File: src/rtl/mux2_arbiter.sv
// Two-requester round-robin arbiter steering a shared 2:1 data mux
// into a registered valid/ready output stage with bounded bursts.
module mux2_arbiter #(
  parameter int WIDTH     = 32,
  parameter int MAX_BURST = 4
) (
  input  logic             clk,
  input  logic             reset_n,
  input  logic             in0_valid,
  output logic             in0_ready,
  input  logic [WIDTH-1:0] in0_data,
  input  logic             in1_valid,
  output logic             in1_ready,
  input  logic [WIDTH-1:0] in1_data,
  output logic             out_valid,
  input  logic             out_ready,
  output logic [WIDTH-1:0] out_data,
  output logic             out_sel
);

  localparam int BW_RAW = $clog2(MAX_BURST + 1);
  localparam int BW     = (BW_RAW < 1) ? 1 : BW_RAW;
  localparam logic [BW-1:0] BMAX = BW'(MAX_BURST);

  typedef enum logic [1:0] {
    IDLE,
    GRANT0,
    GRANT1
  } state_e;

  state_e           state_q, state_d;
  logic             ptr_q, ptr_d;
  logic [BW-1:0]    burst_q, burst_d;
  logic             out_valid_q, out_valid_d;
  logic [WIDTH-1:0] out_data_q, out_data_d;
  logic             out_sel_q, out_sel_d;

  logic             can_load;
  logic             xfer0, xfer1;
  logic             cur_k;
  logic             cur_valid, oth_valid;
  logic [BW-1:0]    burst_inc;
  state_e           oth_state;

  always_comb begin
    can_load  = !out_valid_q || out_ready;
    in0_ready = (state_q == GRANT0) && can_load;
    in1_ready = (state_q == GRANT1) && can_load;
    xfer0     = in0_valid && in0_ready;
    xfer1     = in1_valid && in1_ready;
    cur_k     = (state_q == GRANT1);
    cur_valid = cur_k ? in1_valid : in0_valid;
    oth_valid = cur_k ? in0_valid : in1_valid;
    oth_state = cur_k ? GRANT0 : GRANT1;
    burst_inc = (burst_q == BMAX) ? BMAX
                                  : burst_q + BW'(1);
  end

  // output register: load on transfer, drain when consumer frees it
  always_comb begin
    out_valid_d = out_valid_q;
    out_data_d  = out_data_q;
    out_sel_d   = out_sel_q;
    if (xfer0) begin
      out_valid_d = 1'b1;
      out_data_d  = in0_data;
      out_sel_d   = 1'b0;
    end else if (xfer1) begin
      out_valid_d = 1'b1;
      out_data_d  = in1_data;
      out_sel_d   = 1'b1;
    end else if (can_load) begin
      out_valid_d = 1'b0;
    end
  end

  always_comb begin
    state_d = state_q;
    ptr_d   = ptr_q;
    burst_d = burst_q;
    unique case (state_q)
      IDLE: begin
        burst_d = '0;
        if (in0_valid && in1_valid)
          state_d = ptr_q ? GRANT1 : GRANT0;
        else if (in0_valid)
          state_d = GRANT0;
        else if (in1_valid)
          state_d = GRANT1;
      end
      GRANT0, GRANT1: begin
        if (!cur_valid) begin
          // release hands over without an idle bubble
          ptr_d   = !cur_k;
          burst_d = '0;
          state_d = oth_valid ? oth_state : IDLE;
        end else if (xfer0 || xfer1) begin
          burst_d = burst_inc;
          if (burst_inc == BMAX && oth_valid) begin
            ptr_d   = !cur_k;
            burst_d = '0;
            state_d = oth_state;
          end
        end
      end
      default: state_d = IDLE;
    endcase
  end

  always_ff @(posedge clk or negedge reset_n) begin
    if (!reset_n) begin
      state_q     <= IDLE;
      ptr_q       <= 1'b0;
      burst_q     <= '0;
      out_valid_q <= 1'b0;
      out_data_q  <= '0;
      out_sel_q   <= 1'b0;
    end else begin
      state_q     <= state_d;
      ptr_q       <= ptr_d;
      burst_q     <= burst_d;
      out_valid_q <= out_valid_d;
      out_data_q  <= out_data_d;
      out_sel_q   <= out_sel_d;
    end
  end

  assign out_valid = out_valid_q;
  assign out_data  = out_data_q;
  assign out_sel   = out_sel_q;

endmodule

File: config.mk
export PLATFORM = sky130hd
export DESIGN_NAME = mux2_arbiter
export DESIGN_NICKNAME = d
export VERILOG_FILES = /design/src/rtl/mux2_arbiter.sv
export SDC_FILE = /design/constraint.sdc
export NUM_CORES = 1
export LEC_CHECK = 0
export CORE_MARGIN = 3
export CORE_UTILIZATION = 36
export DETAILED_ROUTE_END_ITERATION = 6
export PLACE_DENSITY = 0.88
export SLEW_MARGIN = 30
export SYNTH_ARGS = -nofsm -noshare
export SYNTH_HDL_FRONTEND = slang
export SYNTH_SLANG_ARGS = --single-unit
File: constraint.sdc
create_clock -name clk -period 1.7 [get_ports clk]
set_input_delay 0.51 -clock clk [delete_from_list [all_inputs] [get_ports clk]]
set_output_delay 0.51 -clock clk [all_outputs]
set_load 0.1 [all_outputs]
==> results of run 1 <==
==> cells by family after synthesis <==
| family | share of synthesized area (%) |
|---|---|
| fa+ha+maj | 3.54 |
| xor+xnor | 0.413 |
| simple gates | 11.9 |
| compound gates | 14.6 |
| flops | 47.2 |
| mux | 17.6 |
| buf+inv | 4.89 |
==> area by class of cell <==
cell class                 instances  area, um^2
clock buffer                       6        72.6
timing repair buffer             130        1720
tap                               72        90.1
fill                             375        1500
inverter                           4        15.0
multi-input combinational        149        1160
clock inverter                     2        35.0
sequential                        40        1010
==> through the flow <==
step                      instance area, um^2  utilization [%]  std cells  hold slack [ns]  setup TNS (ns)
after floorplan                          2150                -        207            0.214          -0.138
after global placement                   3760             67.0        389            0.486          -12.68
after detailed placement                 3760             67.0        389            0.479          -15.13
after CTS                                3980             71.0        400            0.165          -0.702
after global routing                     4110             73.2        403            0.187           -2.15
final                                    4110             73.2        403            0.163          -0.724
==> repair_timing <==
action,in CTS,in global routing
pin swaps,4,5
setup buffers,2,1
endpoints found under the setup margin,40,33
gates resized for setup,24,41
gates cloned,1,2
==> Yosys cell counts (all sizes together) <==
cell type   n
dfrtp      40
nand2      37
mux2i      35
o21ai      33
buf         8
clkbuf      6
ha          6
inv         4
nor2        4
and3        3
a21boi      2
and2        2
mux2        2
nand3       2
o211ai      2
o311ai      2
a211o       1
a211oi      1
a21bo       1
a221o       1
a22o        1
a22oi       1
a31oi       1
and2b       1
and3b       1
nand2b      1
nor2b       1
nor4b       1
o2bb2ai     1
o311a       1
o31a        1
o31ai       1
or2         1
or3         1
xor2        1
==> worst min path at each step <==
stage | startpoint | end | slack [ns] | depth (start not counted)
floorplan | reset_n | burst_q[0] | 0.21 | 0
global placement | reset_n | out_data[6] | 0.49 | 1
detailed placement | reset_n | out_data[10] | 0.48 | 1
CTS | reset_n | out_data[10] | 0.17 | 1
global route | reset_n | out_data[6] | 0.19 | 1
finish | reset_n | out_data[10] | 0.16 | 1
==> sequential cells by signal, indices dropped and copies added (netlist names) <==
| register | count |
|---|---|
| out_data | 32 |
| ptr_q | 1 |
| state_q | 2 |
| burst_q | 3 |
| out_sel | 1 |
| out_valid | 1 |
==> metal layers <==
layer	up-vias	GRT usage (%)	routed length, um
met5	-	0	0
met4	0	3.43	49
met3	7	5.62	623
met2	73	35.6	3620
met1	984	21.5	2430
li1	976	-	-
==> worst max-delay path: stages (launching register included) <==
cell and delay, ns:
dfrtp_2 0.44, ha_4 0.18, buf_6 0.11, and2_4 0.15
buf_12 0.16
==> run summary, run 1 <==
largest cells by area after synthesis: dfrtp_1 47%, mux2i_1 17%, o21ai_0 7.8%
syn nets: 282
vias in the first global route: 2087
Die Area: 0.00685 mm^2
setup slack after layout: -0.145 ns
Seq/Total Area, Yosys: 47.2%
chip height: 82.8 um
clock-pin slew on the worst setup and hold paths: 0.07 ns
post-synth top area share: 47.2%
Critical Path Fanout Max: 3
max_slew headroom: 69.7%
worst path required time: 1.19 ns
Tcrit/Tclk final: 109%
final net count: 405
CP Launch Type: flip-flop
via count: 2040
Avg Inst Size Synth: 10.3 um^2
hold_buf cts: 0
Longest Clk Path Bufs: 2
post-synthesis cell type count: 40
YS warnings: 0
drt total wl: 6720 um
ANT nets after route: 0
Critical Path Sink: in1_ready
leading area contributor after synthesis: dfrtp_1
Chip Width: 82.8 um
Reg2Reg Depth: 6
fin. max-slew vios: 0
DR iter-0 viols: 63
GPL Wtd Cong: 0.885
Period minus WS final: 1.85 ns
outcome: complete, but fails checks
pre-CTS setup slack: -0.453 ns
RSZ-0062 raised after global routing: yes
critical path class: flip-flop to output port
max-cap viol count: 0
crit path from: state_q[1]
largest net degree at the start of global routing: 35
post-DR vias/cell: 5.06
CTS sink cnt: 40
hpwl dp: 4910 um
DR WL/cell: 16.7 um
Critical Path Sink Type: output port
reg-to-reg slack, setup: -0.14 ns
TritonCTS buffer count: 5
skew final: 0.0117 ns
most frequent cells in the layout: 64 x clkdlybuf4s50_1, 41 x buf_12, 38 x dfrtp_1
CTS Root Cell: clkbuf_8
most common cell after layout, fill and taps aside: clkdlybuf4s50_1
latest clock arrival within the worst-skew pair: 0.29 ns
worst r2r dst: ptr_q
1st-pass router iterations: 4
I/O pin cnt: 105
first-pass GRT wire length: 9940 um
htree depth: 2
Initial Util: 37.8%
Post-route DRC: 0
CTS tree: done
share of layout cells above drive strength 1: 30.8%
final hold violations: 0
Final Setup Violations: 8
ant diodes: 0
Cell Area, Synth: 0.00212 mm^2
initial antenna violation count: 0
FMAX: 0.542 GHz
# rows: 27
total grt overflow: 0
Seq cells post-synth: 40
Tot GR Track Use: 19.0%
violated checks: setup timing
post-synthesis cell count: 207
Core ar.: 0.00561 mm^2
I/O Buffers: 104
Worst Tran Pin Value: 0.455 ns
Layout area overhead: 93.5%
worst path arrival time: 1.34 ns
reg2reg start: state_q[1]
worst min path class: primary input to asynchronous set/reset pin
Power of run 1 is left out: the tool's default activity adds up to more than one toggle a clock period on the data nets, which glitch-free logic cannot reach.
==> run 2, diff against run 1 <==
SLEW_MARGIN = not set   (was 30)
==> results of run 2 <==
Final layout, timing and power as in run 1 (identical DEF).
Power of run 2 is left out for the same reason.
